## src/rtl/adc_ctrl_pkg.sv

```systemverilog
// Shared types and constants for the ADC capture sequencer.
package adc_ctrl_pkg;

  typedef enum logic [2:0] {
    ST_IDLE,
    ST_PRIME,
    ST_WAIT_TRIG,
    ST_CAPTURE,
    ST_DONE
  } state_e;

  localparam logic [1:0] TRIG_IMM  = 2'b00;
  localparam logic [1:0] TRIG_RISE = 2'b01;
  localparam logic [1:0] TRIG_FALL = 2'b10;
  localparam logic [1:0] TRIG_EXT  = 2'b11;

  localparam logic [1:0] CH_TEST = 2'b00;
  localparam logic [1:0] CH_AD0  = 2'b01;
  localparam logic [1:0] CH_AD1  = 2'b10;

endpackage

```

## src/rtl/adc_trig_detect.sv

```systemverilog
// Trigger detector: remembers the previous decimated sample and flags a
// level crossing or external trigger on the current sample clock.
module adc_trig_detect
  import adc_ctrl_pkg::*;
(
  input  logic       clk,
  input  logic       rst_n,
  input  logic       sample_i,
  input  logic       load_i,
  input  logic       armed_i,
  input  logic [1:0] mode_i,
  input  logic [7:0] level_i,
  input  logic [7:0] cur_i,
  input  logic       ext_i,
  output logic       trig_hit_o
);

  logic [7:0] prev_q;

  always_ff @(posedge clk) begin
    if (!rst_n) begin
      prev_q <= '0;
    end else if (load_i) begin
      prev_q <= cur_i;
    end
  end

  always_comb begin
    trig_hit_o = 1'b0;
    if (sample_i && armed_i) begin
      case (mode_i)
        TRIG_RISE: trig_hit_o = (prev_q < level_i) && (cur_i >= level_i);
        TRIG_FALL: trig_hit_o = (prev_q >= level_i) && (cur_i < level_i);
        TRIG_EXT:  trig_hit_o = ext_i;
        default:   trig_hit_o = 1'b0;
      endcase
    end
  end

endmodule

```

## src/rtl/adc_capture_ctrl.sv

```systemverilog
// ADC capture sequencer: decimates the formatter stream, waits for a trigger
// and streams a programmed number of samples into the capture FIFO.
module adc_capture_ctrl
  import adc_ctrl_pkg::*;
#(
  parameter int unsigned DIV_W   = 16,
  parameter int unsigned DEPTH_W = 16
) (
  input  logic               clk,
  input  logic               rst_n,
  input  logic               start,
  input  logic               abort,
  input  logic [1:0]         cfg_ch_sel,
  input  logic [DIV_W-1:0]   cfg_div,
  input  logic [DEPTH_W-1:0] cfg_depth,
  input  logic [1:0]         cfg_trig_mode,
  input  logic [7:0]         cfg_trig_level,
  input  logic               ext_trig,
  output logic               ad_sample_en,
  output logic [1:0]         ch_sel,
  input  logic [15:0]        ad_out,
  input  logic               ad_out_valid,
  output logic               fifo_wr_en,
  output logic [15:0]        fifo_wr_data,
  input  logic               fifo_full,
  output logic               busy,
  output logic               done,
  output logic               overflow,
  output logic [DEPTH_W-1:0] sample_cnt
);

  state_e             state_q, state_d;
  logic [DIV_W-1:0]   div_q, div_d, div_cfg_q, div_cfg_d;
  logic [DEPTH_W-1:0] depth_q, depth_d, cnt_q, cnt_d;
  logic [1:0]         mode_q, mode_d, ch_q, ch_d;
  logic [7:0]         level_q, level_d;
  logic               tick, tick_dly_q;
  logic               ovf_q, ovf_d;
  logic               wr_en_q, wr_en_d;
  logic [15:0]        wr_data_q, wr_data_d;
  logic               done_q, done_d, busy_q, busy_d, en_q, en_d;
  logic [1:0]         ch_sel_q, ch_sel_d;
  logic               active, sample, capture, trig_hit;

  assign active = (state_q == ST_PRIME) || (state_q == ST_WAIT_TRIG) ||
                  (state_q == ST_CAPTURE);
  assign tick   = active && (div_q == '0);
  // tick_dly_q lines the divider up with the formatter's registered output
  assign sample = active && tick_dly_q && ad_out_valid;

  adc_trig_detect u_trig (
    .clk        (clk),
    .rst_n      (rst_n),
    .sample_i   (sample),
    .load_i     (sample && ((state_q == ST_PRIME) || (state_q == ST_WAIT_TRIG))),
    .armed_i    (state_q == ST_WAIT_TRIG),
    .mode_i     (mode_q),
    .level_i    (level_q),
    .cur_i      (ad_out[7:0]),
    .ext_i      (ext_trig),
    .trig_hit_o (trig_hit)
  );

  always_comb begin
    state_d   = state_q;
    div_d     = div_q;
    div_cfg_d = div_cfg_q;
    depth_d   = depth_q;
    mode_d    = mode_q;
    ch_d      = ch_q;
    level_d   = level_q;
    cnt_d     = cnt_q;
    ovf_d     = ovf_q;
    wr_en_d   = 1'b0;
    wr_data_d = '0;
    capture   = 1'b0;

    if (active) begin
      div_d = (div_q == div_cfg_q) ? '0 : div_q + DIV_W'(1);
    end

    case (state_q)
      ST_IDLE: begin
        if (start) begin
          div_cfg_d = cfg_div;
          depth_d   = cfg_depth;
          mode_d    = cfg_trig_mode;
          ch_d      = cfg_ch_sel;
          level_d   = cfg_trig_level;
          cnt_d     = '0;
          ovf_d     = 1'b0;
          div_d     = '0;
          state_d   = ST_PRIME;
        end
      end
      ST_PRIME: begin
        if (sample) begin
          if (mode_q == TRIG_IMM) capture = 1'b1;
          else                    state_d = ST_WAIT_TRIG;
        end
      end
      ST_WAIT_TRIG: capture = trig_hit;
      ST_CAPTURE:   capture = sample;
      ST_DONE:      state_d = ST_IDLE;
      default:      state_d = ST_IDLE;
    endcase

    // The triggering sample is handled here so every entry path shares one write stage
    if (capture) begin
      if (depth_q == '0) begin
        state_d = ST_DONE;
      end else begin
        wr_en_d   = !fifo_full;
        wr_data_d = fifo_full ? '0 : ad_out;
        ovf_d     = ovf_q | fifo_full;
        cnt_d     = cnt_q + DEPTH_W'(1);
        state_d   = (cnt_d == depth_q) ? ST_DONE : ST_CAPTURE;
      end
    end

    if (abort) begin
      state_d   = ST_IDLE;
      wr_en_d   = 1'b0;
      wr_data_d = '0;
      cnt_d     = cnt_q;
      ovf_d     = ovf_q;
    end

    done_d   = (state_q == ST_DONE) && !abort;
    busy_d   = (state_d != ST_IDLE);
    en_d     = (state_d == ST_PRIME) || (state_d == ST_WAIT_TRIG) ||
               (state_d == ST_CAPTURE);
    ch_sel_d = busy_d ? ch_d : CH_TEST;
  end

  always_ff @(posedge clk) begin
    if (!rst_n) begin
      state_q    <= ST_IDLE;
      div_q      <= '0;
      div_cfg_q  <= '0;
      depth_q    <= '0;
      mode_q     <= '0;
      ch_q       <= '0;
      level_q    <= '0;
      cnt_q      <= '0;
      ovf_q      <= 1'b0;
      tick_dly_q <= 1'b0;
      wr_en_q    <= 1'b0;
      wr_data_q  <= '0;
      done_q     <= 1'b0;
      busy_q     <= 1'b0;
      en_q       <= 1'b0;
      ch_sel_q   <= '0;
    end else begin
      state_q    <= state_d;
      div_q      <= div_d;
      div_cfg_q  <= div_cfg_d;
      depth_q    <= depth_d;
      mode_q     <= mode_d;
      ch_q       <= ch_d;
      level_q    <= level_d;
      cnt_q      <= cnt_d;
      ovf_q      <= ovf_d;
      tick_dly_q <= tick;
      wr_en_q    <= wr_en_d;
      wr_data_q  <= wr_data_d;
      done_q     <= done_d;
      busy_q     <= busy_d;
      en_q       <= en_d;
      ch_sel_q   <= ch_sel_d;
    end
  end

  assign ad_sample_en = en_q;
  assign ch_sel       = ch_sel_q;
  assign fifo_wr_en   = wr_en_q;
  assign fifo_wr_data = wr_data_q;
  assign busy         = busy_q;
  assign done         = done_q;
  assign overflow     = ovf_q;
  assign sample_cnt   = cnt_q;

endmodule

```

## config.mk

```make
export PLATFORM = sky130hd
export DESIGN_NAME = adc_capture_ctrl
export DESIGN_NICKNAME = d
export VERILOG_FILES = /design/src/rtl/adc_ctrl_pkg.sv /design/src/rtl/adc_trig_detect.sv /design/src/rtl/adc_capture_ctrl.sv
export SDC_FILE = /design/constraint.sdc
export NUM_CORES = 1
export LEC_CHECK = 0
export ABC_AREA = 0
export BUFFER_PORTS_ARGS = -buffer_cell sky130_fd_sc_hd__clkbuf_2
export CORE_MARGIN = 3
export CORE_UTILIZATION = 25
export DETAILED_ROUTE_END_ITERATION = 7
export GPL_TIMING_DRIVEN = 1
export PLACE_DENSITY_LB_ADDON = 0.05
export SYNTH_ARGS = -nofsm -noshare
export SYNTH_HDL_FRONTEND = slang
export SYNTH_SLANG_ARGS = --single-unit
```

## constraint.sdc

```tcl
create_clock -name clk -period 6 [get_ports clk]
set_input_delay 1.2 -clock clk [delete_from_list [all_inputs] [get_ports clk]]
set_output_delay 1.2 -clock clk [all_outputs]
set_load 0.05 [all_outputs]
```

Yosys cells after proc, flatten, opt, wreduce, memory -nomap -nowiden:

Cells that the tools add are included.

* memories: 0
* flip-flop bits (word level): 111
* bits in writable memories: 0
* input port bits: 67
* bits in latches: 0
* memory bits (read-only): 0
* logic and storage cells: 89

* reduce and logical (&&, ||, !) cells: 24
* $lt $le $gt $ge: 4
* add/subtract/negate cells: 2
* shift operators: 0
* bitwise logic cells: 3
* mux-type cells: 27
* multiply operators: 0
* div/mod/pow operators: 0
* equality and inequality tests: 12

Operators by type and width (number)
* $mux W16: 8
* $add A16 B1 Y16 const B: 2
* $eq A16 B16 Y1: 2
* $logic_not A16 Y1: 2
* $mux W3: 7
* $ge A8 B8 Y1: 2
* $lt A8 B8 Y1: 2
* $eq A3 B2 Y1 const B: 4
* $pmux W3 S3: 1
* $logic_and A1 B1 Y1: 8
* $mux W1: 7
* $eq A3 B1 Y1 const B: 2
* $pmux W1 S3: 2
* $reduce_or A5 Y1: 1
* $eq A2 B2 Y1 const B: 2
* $logic_or A1 B1 Y1: 4
* $mux W2: 2
* $reduce_and A2 Y1: 2
* $reduce_or A4 Y1: 1
* $eq A3 B3 Y1 const B: 1
* $logic_not A3 Y1: 1
* $reduce_bool A3 Y1: 1
* $eq A2 B1 Y1 const B: 1
* $logic_not A1 Y1: 2
* 4 further kinds: 5

Logic depth before layout (Yosys ltp):

Gate-level depths: netlist of the first run.

* word-level depth: 13
* depth in mapped cells: 10

Modules after synthesis:

Synthesis of the first run repeated with hierarchy kept, for this count alone.

* cells, all modules: 660
* area total of the unflattened synthesis: 5565.3 um^2

Modules (own cells, without submodules)
* adc_capture_ctrl: times used 1, area each 4830.9 um^2, sequential area each 2062.0 um^2, cells each 575
* adc_trig_detect: times used 1, area each 734.5 um^2, sequential area each 160.2 um^2, cells each 85

Least setup slack after synthesis of the first run:

No wires, ideal clock.

* kind: input-to-reg
* start: input port ad_out[7]
* end: register cnt_q[4] (netlist: sample_cnt[4])
* arrival time: 3.134 ns
* setup time: 0.122 ns
* path buffers: 1
* cell stages on the path: 9
* setup slack: 2.744 ns
* cells stage by stage: ha_1 a21oi_1 o21ai_0 o41ai_1 o21ai_0 o2111ai_1 clkbuf_1 nor2_1 a311o_1

* longest elaborated chain between the ends: 6
* elaborated cells on any way between the ends: 8
* classes of those cells: 2 x order compare; 4 x mux; 2 x reduce/logical

Ends and longest elaborated chain
* start: declaration: line adc_capture_ctrl.sv:21 `input logic [15:0] ad_out,`
* $lt A8 B8 Y1 or $ge A8 B8 Y1 (tied branches): line adc_trig_detect.sv:33, adc_trig_detect.sv:32
* $logic_and A1 B1 Y1 (on tied branches): line adc_trig_detect.sv:33, adc_trig_detect.sv:32
* $pmux W1 S3 (*): line adc_trig_detect.sv:31 `case (mode_i)`
* $mux W1 (*): line adc_trig_detect.sv:30 `if (sample_i && armed_i) begin`
* $pmux W1 S3 (*): line adc_capture_ctrl.sv:82 `case (state_q)`
* $mux W16 (*): line adc_capture_ctrl.sv:109 `if (capture) begin`
* end signal: assignment: line adc_capture_ctrl.sv:162 `cnt_q <= cnt_d;`
* end: declaration: line adc_capture_ctrl.sv:34 `logic [DEPTH_W-1:0] depth_q, depth_d, cnt_q, cnt_d;`

Mark *: on every way between the ends. The rest lies on a longest branch, timed or not.
A chain may end at the register's enable or synchronous reset.

Worst setup path in the final report of the first run:

* start: input port ad_out[6]
* end: register wr_data_q[9] (netlist: fifo_wr_data[9])

* longest elaborated chain between the ends: 7
* elaborated cells on any way between the ends: 9
* classes of those cells: 2 x order compare; 3 x mux; 1 x bitwise; 3 x reduce/logical

Ends and longest elaborated chain
* $lt A8 B8 Y1 or $ge A8 B8 Y1 (tied branches): line adc_trig_detect.sv:33, adc_trig_detect.sv:32
* $logic_and A1 B1 Y1 (on tied branches): line adc_trig_detect.sv:33, adc_trig_detect.sv:32
* $pmux W1 S3 (*): line adc_trig_detect.sv:31
* $mux W1 (*): line adc_trig_detect.sv:30
* $pmux W1 S3 (*): line adc_capture_ctrl.sv:82
* $not A1 Y1 (no line) (*)
* $reduce_or A5 Y1 (no line) (*)
* end signal: assignment: line adc_capture_ctrl.sv:166 `wr_data_q <= wr_data_d;`
* end: declaration: line adc_capture_ctrl.sv:40 `logic [15:0] wr_data_q, wr_data_d;`

Marks and branches as above.

==> impl_metrics.csv, run 1 <==
group,metric,value,unit
run_status,outcome,"complete, no violations",
clocking,clock_path_buffers,2,
clocking,path_clk_slew,0.08,ns
floorplanning,rows,52,
clocking,ctsHtreeMaxLevel,3,
setup_path,critical_path_required,6.30,ns
sta,relSlewSlack,0.284,
synthesis,async_flop_share,0,
synthesis,synth_ff_type,"dfxtp_1",
grt,grt.overflow.total,0,
synthesis,syn-num-nets,728,
sta,fin_skew,0.0123,ns
power_and_ir_drop,seqPwrFrac,0.517,
clocking,post_cts_resized,0,
setup_path,crit_start,"ad_out[6]",
place,io_buffers,105,
clocking,cts_buffers,9,
synthesis,synth_most_common_cell,"dfxtp_1",
synthesis,syn_area,5320,µm²
grt,grt_pass1_wl,24.2,mm
cells_and_area,final_nets,815,
floorplanning,coreArea,20600,µm²
detailed_routing,firstDrtPassIters,4,
detailed_routing,drtAntennaViolNets,0,
sta,tns,0,ns
clocking,cts_tree,"done",
floorplanning,die_w,152,µm
setup_path,worst_ep_arrival_time,4.02,ns
synthesis,synth_top_area_frac,0.417,
detailed_routing,drt_iter0_drc,194,
cells_and_area,multi_input_area,2860,µm²
setup_path,critPathMaxFanout,18,
sta,timing.final.ws_setup,2.28,ns
sta,hold_viol_final,0,
floorplanning,die_area,23100,µm²
floorplanning,ios,106,
sta,worstMarginPinSlew,1.07,ns
hold_path,hp-class,"reg2reg",
hold_path,hold_start,"level_q[2]",
floorplanning,initial_core_util,0.259,
detailed_routing,routed-via-count,4587,
sta,min_period,3.72,ns
synthesis,synth_warnings,0,
place,preCtsSetupSlack,1.82,ns
clocking,root_buffer,"clkbuf_16",
setup_path,criticalPathCategory,"in2reg",
cells_and_area,nFillCells,2288,
setup_path,end_kind,"register",
detailed_routing,wire_per_inst,14.9,µm
clocking,clk-insertion-delay-late,0.36,ns
cells_and_area,num_antenna_cells,0,
synthesis,avgSynthCellArea,8.29,µm²
synthesis,yosysSeqAreaShare,0.417,
detailed_routing,vias_per_cell,4.57,
grt,grt_use_met1,0.174,
clocking,hold_buffers,0,
place,hpwl,11.0,mm
power_and_ir_drop,switching_share,0.263,
power_and_ir_drop,intPower,1.10,mW
synthesis,synthDistinctLibCells,59,
setup_path,worstSetupStartpointType,"primary input",
grt,antenna_found_initial,1,
grt,grt_use_total,0.129,
detailed_routing,routed_wl,15.0,mm
power_and_ir_drop,cellPowerDensity,235,nW/µm²
sta,timing.final.crit_share,0.619,
setup_path,rr_startpoint,"level_q[1]",
power_and_ir_drop,irDropWorstVdd,0.116,mV
clocking,cts.sinks,111,
sta,maxSlewViolCount,0,
grt,grt_pass1_vias,4557,
floorplanning,die_h,152,µm
place,gp_congestion,0.783,
detailed_routing,drcViolationCount,0,
synthesis,yosys-top-cells-count,"111 x dfxtp_1, 103 x nand2_1, 57 x a21oi_1, 45 x nor2_1",
power_and_ir_drop,combinationalPowerShare,0.099,
synthesis,synth_edf_count,0,
synthesis,ys_ff_latch,111,
sta,rsz0062_at_grt,"false",
grt,grt_max_degree,55,
clocking,post-cts-setup-buffer-count,0,
cells_and_area,layout.area.seq,2220,µm²
cells_and_area,drive_gt1_frac,0.191,
power_and_ir_drop,p_sw,394,µW
synthesis,synth.largest_area_cell,"dfxtp_1",
grt,grtUsageMet2,0.205,
synthesis,synthTopCellsByArea,"dfxtp_1 42%, nand2_1 7.3%, xnor2_1 5.6%",
job,max_cap_viol_count,0,
sta,fmax,269,MHz
power_and_ir_drop,p_leak,2.45,nW
cells_and_area,area_growth,19.7,%
grt,met3_usage,0.0236,
synthesis,synthCells,642,
power_and_ir_drop,p_clk_frac,0.384,
sta,setup_viol_count_final,0,
grt,top_usage_layer,"met2",
-- through the flow --
step | utilization | cell area [µm²] | total power [mW] | cells | hold WS [ns]
6_report | 0.310 | 6370 | 1.50 | 1004 | 0.458
5_1_grt | 0.310 | 6370 | 1.57 | 1004 | 0.474
4_1_cts | 0.310 | 6370 | 1.53 | 1004 | 0.459
3_5_place_dp | 0.296 | 6100 | 0.943 | 988 | 0.448
3_3_place_gp | 0.296 | 6100 | 0.941 | 988 | 0.446
2_1_floorplan | - | 5320 | 0.882 | 642 | 0.436
-- registers in the layout, summed over array words and instances (netlist names) --
name	cells
level_q	8
div_q	16
sample_cnt	16
overflow	1
mode_q	2
ch_q	2
busy	1
ad_sample_en	1
depth_q	16
fifo_wr_data	16
div_cfg_q	16
state_q	3
u_trig.prev_q	8
fifo_wr_en	1
tick_dly_q	1
ch_sel	2
done	1
-- kinds of logic after synthesis --
kind of cell | after synthesis | share of synthesized area
XOR/XNOR | 54 | 0.0888
adder cells (fa/ha/maj) | 19 | 0.0447
AND/OR/NAND/NOR | 262 | 0.244
flip-flops | 111 | 0.417
multiplexers | 12 | 0.0226
AO/OA/AOI/OAI | 117 | 0.134
buffers and inverters | 67 | 0.0486
-- layout make-up --
class	instances	share of cell area
Inverter	35	0.0206
Clock inverter	6	0.00727
Sequential cell	111	0.349
Clock buffer	10	0.0359
Tap cell	270	0.0530
Timing Repair Buffer	108	0.0860
Multi-Input combinational cell	464	0.448
-- power by group through the flow --
| stage | logic, mW | clock network, mW | registers, mW |
|---|---|---|---|
| 2_1_floorplan | 0.0936 | 0 | 0.788 |
| 3_3_place_gp | 0.150 | 0 | 0.791 |
| 3_5_place_dp | 0.151 | 0 | 0.792 |
| 4_1_cts | 0.152 | 0.604 | 0.774 |
| 5_1_grt | 0.168 | 0.622 | 0.777 |
| 6_report | 0.148 | 0.575 | 0.774 |
-- critical path: stages --
cell	delay, ns
clkbuf_2	0.11
ha_1	0.30
nand4_1	0.13
a31oi_1	0.26
a211oi_1	0.10
or3_1	0.38
a211o_1	0.57
nor2_1	0.73
and2_1	0.22
-- worst paths after layout --
| check | cells after the start | end | slack (ns) |
|---|---|---|---|
| max | 9 | fifo_wr_data[9] | 2.28 |
| min | 2 | level_q[2] | 0.46 |
| max reg2reg | 9 | fifo_wr_data[9] | 2.79 |
| min reg2reg | 2 | level_q[2] | 0.46 |
-- cells in the final DEF, fill, tap and decap left out, drive strengths merged, types with 2 or more instances in the layout --
| cell | instances |
|---|---|
| nand2 | 104 |
| nand4 | 15 |
| nand2b | 2 |
| nor2 | 45 |
| clkinv | 3 |
| o221ai | 3 |
| and2 | 17 |
| xor2 | 20 |
| inv | 36 |
| o41ai | 2 |
| or2 | 3 |
| nand3 | 20 |
| nor4 | 10 |
| clkinvlp | 2 |
| buf | 3 |
| nor3b | 3 |
| a31oi | 8 |
| ha | 19 |
| nor3 | 6 |
| and3 | 5 |
| or4 | 4 |
| or3 | 12 |
| a211oi | 4 |
| a21boi | 10 |
| nand3b | 3 |
| mux2i | 12 |
| nor2b | 3 |
| o211ai | 6 |
| nor4b | 3 |
| clkbuf | 115 |
| o31ai | 4 |
| dfxtp | 111 |
| xnor2 | 34 |
| o21ai | 14 |
| o21bai | 2 |
| and4 | 2 |
| a21oi | 57 |
| a311o | 2 |
-- metal layers --
| metal | share of wire | vias up | routed length, µm |
|---|---|---|---|
| li1 | - | 2368 | - |
| met1 | 0.49 | 2131 | 7340 |
| met2 | 0.46 | 69 | 6820 |
| met3 | 0.032 | 17 | 483 |
| met4 | 0.019 | 2 | 284 |
| met5 | 0.0012 | - | 18 |
Note: power is estimated with default switching activity, not from simulation.
==> run 2, diff against run 1 <==
==> constraint.sdc (replaced) <==
create_clock -name clk -period 3.1 [get_ports clk]
set_input_delay 0.62 -clock clk [delete_from_list [all_inputs] [get_ports clk]]
set_output_delay 0.62 -clock clk [all_outputs]
set_load 0.05 [all_outputs]
==> run 2 against run 1 <==
Compared with the run above: sequential cell count did not move; global-route usage rose by 0.48 points; clock power rose by 140%; via count rose by 1.9%; routed wire length rose by 2.6%.
==> impl_metrics.csv, run 2 (synthesized netlist as in run 1, its figures left out) <==
group,metric,value,unit
setup_path,cp.depth,9,
setup_path,cpPeakStageDelay,0.59,ns
detailed_routing,drt_iter0_drc,191,
detailed_routing,vias_per_cell,4.56,
place,post-place-cells,1009,
detailed_routing,met3_length,573,µm
detailed_routing,routed-via-count,4673,
cells_and_area,drive_gt1_frac,0.213,
clocking,ctsHtreeMaxLevel,3,
sta,setup_viol_count_final,0,
setup_path,crit_start,"sample_cnt[0]",
power_and_ir_drop,irDropWorstVdd,0.329,mV
clocking,root_buffer,"clkbuf_16",
cells_and_area,layout_commonest_cell,"dfxtp_1",
sta,min_period,2.83,ns
floorplanning,die_area,23100,µm²
power_and_ir_drop,p_leak,2.60,nW
cells_and_area,final_nets,836,
clocking,cts.sinks,111,
sta,fmax,353,MHz
sta,tns,0,ns
setup_path,crit_path_end,"ad_sample_en",
setup_path,cp_cell_sequence,"ha_1, nand2_2, or4_4, xnor2_1, nand4_1, or4_1, o41ai_2, buf_4, a21oi_1",
detailed_routing,wl_met1,7.68,mm
job,max_cap_viol_count,0,
grt,grt_max_degree,45,
cells_and_area,final_cell_mix,"111 x dfxtp_1, 105 x clkbuf_2, 103 x nand2_1",
grt,grt_pass1_wl,25.0,mm
cells_and_area,area_growth,24.0,%
setup_path,criticalPathCategory,"reg2reg",
sta,timing.final.ws_setup,0.266,ns
clocking,post_cts_resized,0,
setup_path,critPathBufInv,1,
clocking,path_clk_slew,0.07,ns
place,preCtsSetupSlack,0.0306,ns
clocking,clock_path_buffers,2,
floorplanning,coreArea,20600,µm²
floorplanning,ios,106,
detailed_routing,highest_layer,"met4",
setup_path,r2r_slack,0.27,ns
grt,grt_pass1_vias,4635,
grt,grt.overflow.total,0,
place,gp_congestion,0.825,
detailed_routing,firstDrtPassIters,4,
floorplanning,die_h,152,µm
sta,maxSlewViolCount,0,
floorplanning,die_w,152,µm
detailed_routing,drcViolationCount,0,
floorplanning,initial_core_util,0.259,
sta,rsz0062_at_grt,"false",
sta,fin_skew,0.00718,ns
setup_path,rr_endpoint,"ad_sample_en",
place,hpwl,11.6,mm
setup_path,critical_path_required,3.31,ns
setup_path,end_kind,"register",
cells_and_area,nFillCells,2255,
setup_path,ff2ff_path_depth,9,
run_status,outcome,"complete, no violations",
clocking,post-cts-setup-buffer-count,0,
place,io_buffers,105,
setup_path,worst_ep_arrival_time,3.04,ns
sta,whs,0.457,ns
clocking,hold_buffers,0,
power_and_ir_drop,cellPowerDensity,478,nW/µm²
setup_path,critPathMaxFanout,6,
cells_and_area,design_area,6600,µm²
detailed_routing,wire_per_inst,15.0,µm
setup_path,slowest_stage,"or4_1",
detailed_routing,routed_wl,15.3,mm
cells_and_area,fin_util,0.321,
clocking,cts_buffers,9,
sta,timing.final.crit_share,0.914,
clocking,cts_tree,"done",
detailed_routing,met2_length,6.93,mm
power_and_ir_drop,finalPower,3.16,mW
setup_path,crit_family,"simple AND/OR/NAND/NOR gates",
grt,grt_use_total,0.134,
clocking,clk-insertion-delay-late,0.35,ns
detailed_routing,drtAntennaViolNets,0,
floorplanning,rows,52,
sta,worstMarginPinSlew,0.665,ns
grt,antenna_found_initial,0,
hold_path,hp-class,"in2reg",
place,dpl_cell_area,6250,µm²
sta,relSlewSlack,0.553,
setup_path,worstSetupStartpointType,"register",
cells_and_area,num_antenna_cells,0,
sta,hold_viol_final,0,
cells_and_area,finalNonFillerCells,1025,
setup_path,rr_startpoint,"sample_cnt[0]",
==> run 2: changes by cell type in the layout (fill, tap and decap cells not counted) <==
cell,change
buf_4,+21
bufinv_16,+3
clkinvlp_4,-2
a211oi_1,+1
a211oi_2,-1
clkbuf_1,-1
clkbuf_8,+1
clkinv_2,-1
==> run 2: where the power goes <==
group	internal, mW	leakage, nW	switching (mW)	total, mW
clock	0.818	0.173	0.548	1.37
combinational	0.125	1.52	0.172	0.297
sequential	1.46	0.902	0.0327	1.49
total	2.41	2.60	0.753	3.16
==> run 2: cell type report <==
class | instances | area, µm² | area share
Sequential cell | 111 | 2220 | 0.336
Multi-Input combinational cell | 464 | 2850 | 0.432
Inverter | 35 | 131 | 0.0199
Clock inverter | 6 | 116 | 0.0176
Clock buffer | 10 | 239 | 0.0362
Tap cell | 270 | 338 | 0.0512
Timing Repair Buffer | 129 | 706 | 0.107
==> run 2: worst min-delay path by stage <==
stage	startpoint	to	slack (ns)	depth (start not counted)
floorplan	level_q[1]	level_q[1]	0.44	2
global placement	level_q[1]	level_q[1]	0.45	2
detailed placement	level_q[2]	level_q[2]	0.45	2
CTS	ad_out[10]	fifo_wr_data[10]	0.44	2
global route	ad_out[10]	fifo_wr_data[10]	0.44	2
finish	ad_out[10]	fifo_wr_data[10]	0.46	2
==> run 2: per-layer routing <==
metal | GRT usage | vias to the layer above
met4 | 0.0313 | 0
li1 | - | 2416
met5 | 0 | -
met3 | 0.0358 | 11
met1 | 0.180 | 2176
met2 | 0.214 | 70
==> run 2: worst register-to-register path: stages (launching register included) <==
cell and delay (ns):
dfxtp_1 0.34, ha_1 0.29, nand2_2 0.10, or4_4 0.56, xnor2_1 0.18, nand4_1 0.15, or4_1 0.59, o41ai_2 0.23
buf_4 0.18, a21oi_1 0.07
==> run 3, diff against run 2 <==
--- a/config.mk
+++ b/config.mk
@@ -12,6 +12,7 @@
 export DETAILED_ROUTE_END_ITERATION = 7
 export GPL_TIMING_DRIVEN = 1
 export PLACE_DENSITY_LB_ADDON = 0.05
+export RECOVER_POWER = 25
 export SYNTH_ARGS = -nofsm -noshare
 export SYNTH_HDL_FRONTEND = slang
 export SYNTH_SLANG_ARGS = --single-unit
==> run 3 against run 2 <==
Compared with the run above: core utilization decreased by 0.21 points; hold slack hardly changed; largest cell class unchanged; critical endpoint unchanged; via count increased by 0.56%; die area is the same; sequential power barely moved.
==> impl_metrics.csv, run 3 (synthesized netlist as in run 1, its figures left out) <==
group,metric,value,unit
clocking,cts.sinks,111,
floorplanning,ios,106,
setup_path,critical_path_required,3.31,ns
place,hpwl,11.6,mm
sta,rsz0062_at_grt,"false",
cells_and_area,drive_gt1_frac,0.175,
detailed_routing,vias_per_cell,4.58,
clocking,ctsHtreeMaxLevel,3,
setup_path,critPathBufInv,1,
grt,grt_use_total,0.134,
setup_path,cpPeakStageDelay,0.58,ns
cells_and_area,layout_commonest_cell,"dfxtp_1",
place,io_buffers,105,
sta,maxSlewViolCount,0,
clocking,hold_buffers,0,
floorplanning,die_h,152,µm
hold_path,hp-class,"reg2reg",
power_and_ir_drop,p_leak,2.50,nW
cells_and_area,final_cell_mix,"111 x dfxtp_1, 103 x nand2_1, 79 x clkbuf_2",
floorplanning,die_area,23100,µm²
cells_and_area,num_antenna_cells,0,
setup_path,rr_startpoint,"sample_cnt[0]",
grt,grt_pass1_vias,4635,
job,max_cap_viol_count,0,
grt,antenna_found_initial,0,
hold_path,hold_start,"level_q[7]",
clocking,post-cts-setup-buffer-count,0,
setup_path,worst_ep_arrival_time,3.03,ns
detailed_routing,drtAntennaViolNets,0,
detailed_routing,drt_iter0_drc,199,
power_and_ir_drop,finalPower,3.15,mW
sta,setup_viol_count_final,0,
grt,grt.overflow.total,0,
cells_and_area,fin_util,0.319,
clocking,path_clk_slew,0.07,ns
clocking,cts_buffers,9,
sta,fmax,354,MHz
floorplanning,die_w,152,µm
setup_path,critPathMaxFanout,6,
cells_and_area,area_growth,23.2,%
clocking,post_cts_resized,0,
setup_path,criticalPathCategory,"reg2reg",
sta,worstMarginPinSlew,0.814,ns
setup_path,slowest_stage,"or4_1",
power_and_ir_drop,cellPowerDensity,481,nW/µm²
place,gp_congestion,0.825,
detailed_routing,routed_wl,15.4,mm
sta,hold_viol_final,0,
detailed_routing,drcViolationCount,0,
clocking,cts_tree,"done",
setup_path,cp_cell_sequence,"ha_1, nand2_2, or4_4, xnor2_1, nand4_1, or4_1, o41ai_2, buf_4, a21oi_1",
floorplanning,initial_core_util,0.259,
clocking,root_buffer,"clkbuf_16",
setup_path,crit_start,"sample_cnt[0]",
sta,relSlewSlack,0.457,
sta,min_period,2.83,ns
detailed_routing,routed-via-count,4699,
place,dpl_cell_area,6250,µm²
cells_and_area,design_area,6560,µm²
setup_path,end_kind,"register",
sta,fin_skew,0.00683,ns
floorplanning,coreArea,20600,µm²
run_status,outcome,"complete, no violations",
sta,tns,0,ns
setup_path,crit_family,"simple AND/OR/NAND/NOR gates",
sta,whs,0.457,ns
floorplanning,rows,52,
detailed_routing,wire_per_inst,15.0,µm
grt,grt_max_degree,45,
sta,timing.final.crit_share,0.912,
clocking,clk-insertion-delay-late,0.35,ns
grt,grt_pass1_wl,25.0,mm
clocking,clock_path_buffers,2,
detailed_routing,firstDrtPassIters,5,
setup_path,worstSetupStartpointType,"register",
cells_and_area,final_nets,836,
power_and_ir_drop,irDropWorstVdd,0.329,mV
==> run 3: tightest hold or removal path, cell delays in order (launching register included) <==
cell and delay, ns:
dfxtp_1 0.31, nand2_1 0.05, a21oi_1 0.05
==> run 3: metal layers <==
| layer | vias to the layer above | routed length [µm] | global-route usage |
|---|---|---|---|
| met5 | - | 0 | 0 |
| met4 | 0 | 172 | 0.0313 |
| met3 | 13 | 639 | 0.0358 |
| met2 | 79 | 6950 | 0.214 |
| met1 | 2193 | 7660 | 0.180 |
| li1 | 2414 | - | - |
==> run 3: report_power, final <==
part	leakage, nW	switching [mW]	total (mW)	internal (mW)
combinational	1.42	0.172	0.295	0.123
clock	0.173	0.545	1.36	0.818
sequential	0.902	0.0326	1.49	1.46
total	2.50	0.750	3.15	2.40
==> run 3: cell type report <==
type                       instances  area (µm²)
clock inverter                     6         116
timing repair buffer             129         662
clock buffer                      10         239
fill                            2274       14000
tap                              270         338
sequential                       111        2220
inverter                          35         131
multi-input combinational        464        2850
==> run 3: final timing paths <==
kind | slack (ns) | endpoint | cells after the start
max | 0.27 | ad_sample_en | 9
min | 0.46 | level_q[7] | 2
max reg2reg | 0.27 | ad_sample_en | 9
min reg2reg | 0.46 | level_q[7] | 2
==> run 3: through the flow <==
step,setup WS (ns),instances
3_3_place_gp,0.109,1009
6_report,0.273,1025
3_5_place_dp,0.0306,1009
4_1_cts,0.239,1025
2_1_floorplan,0.0183,642
5_1_grt,0.00897,1025
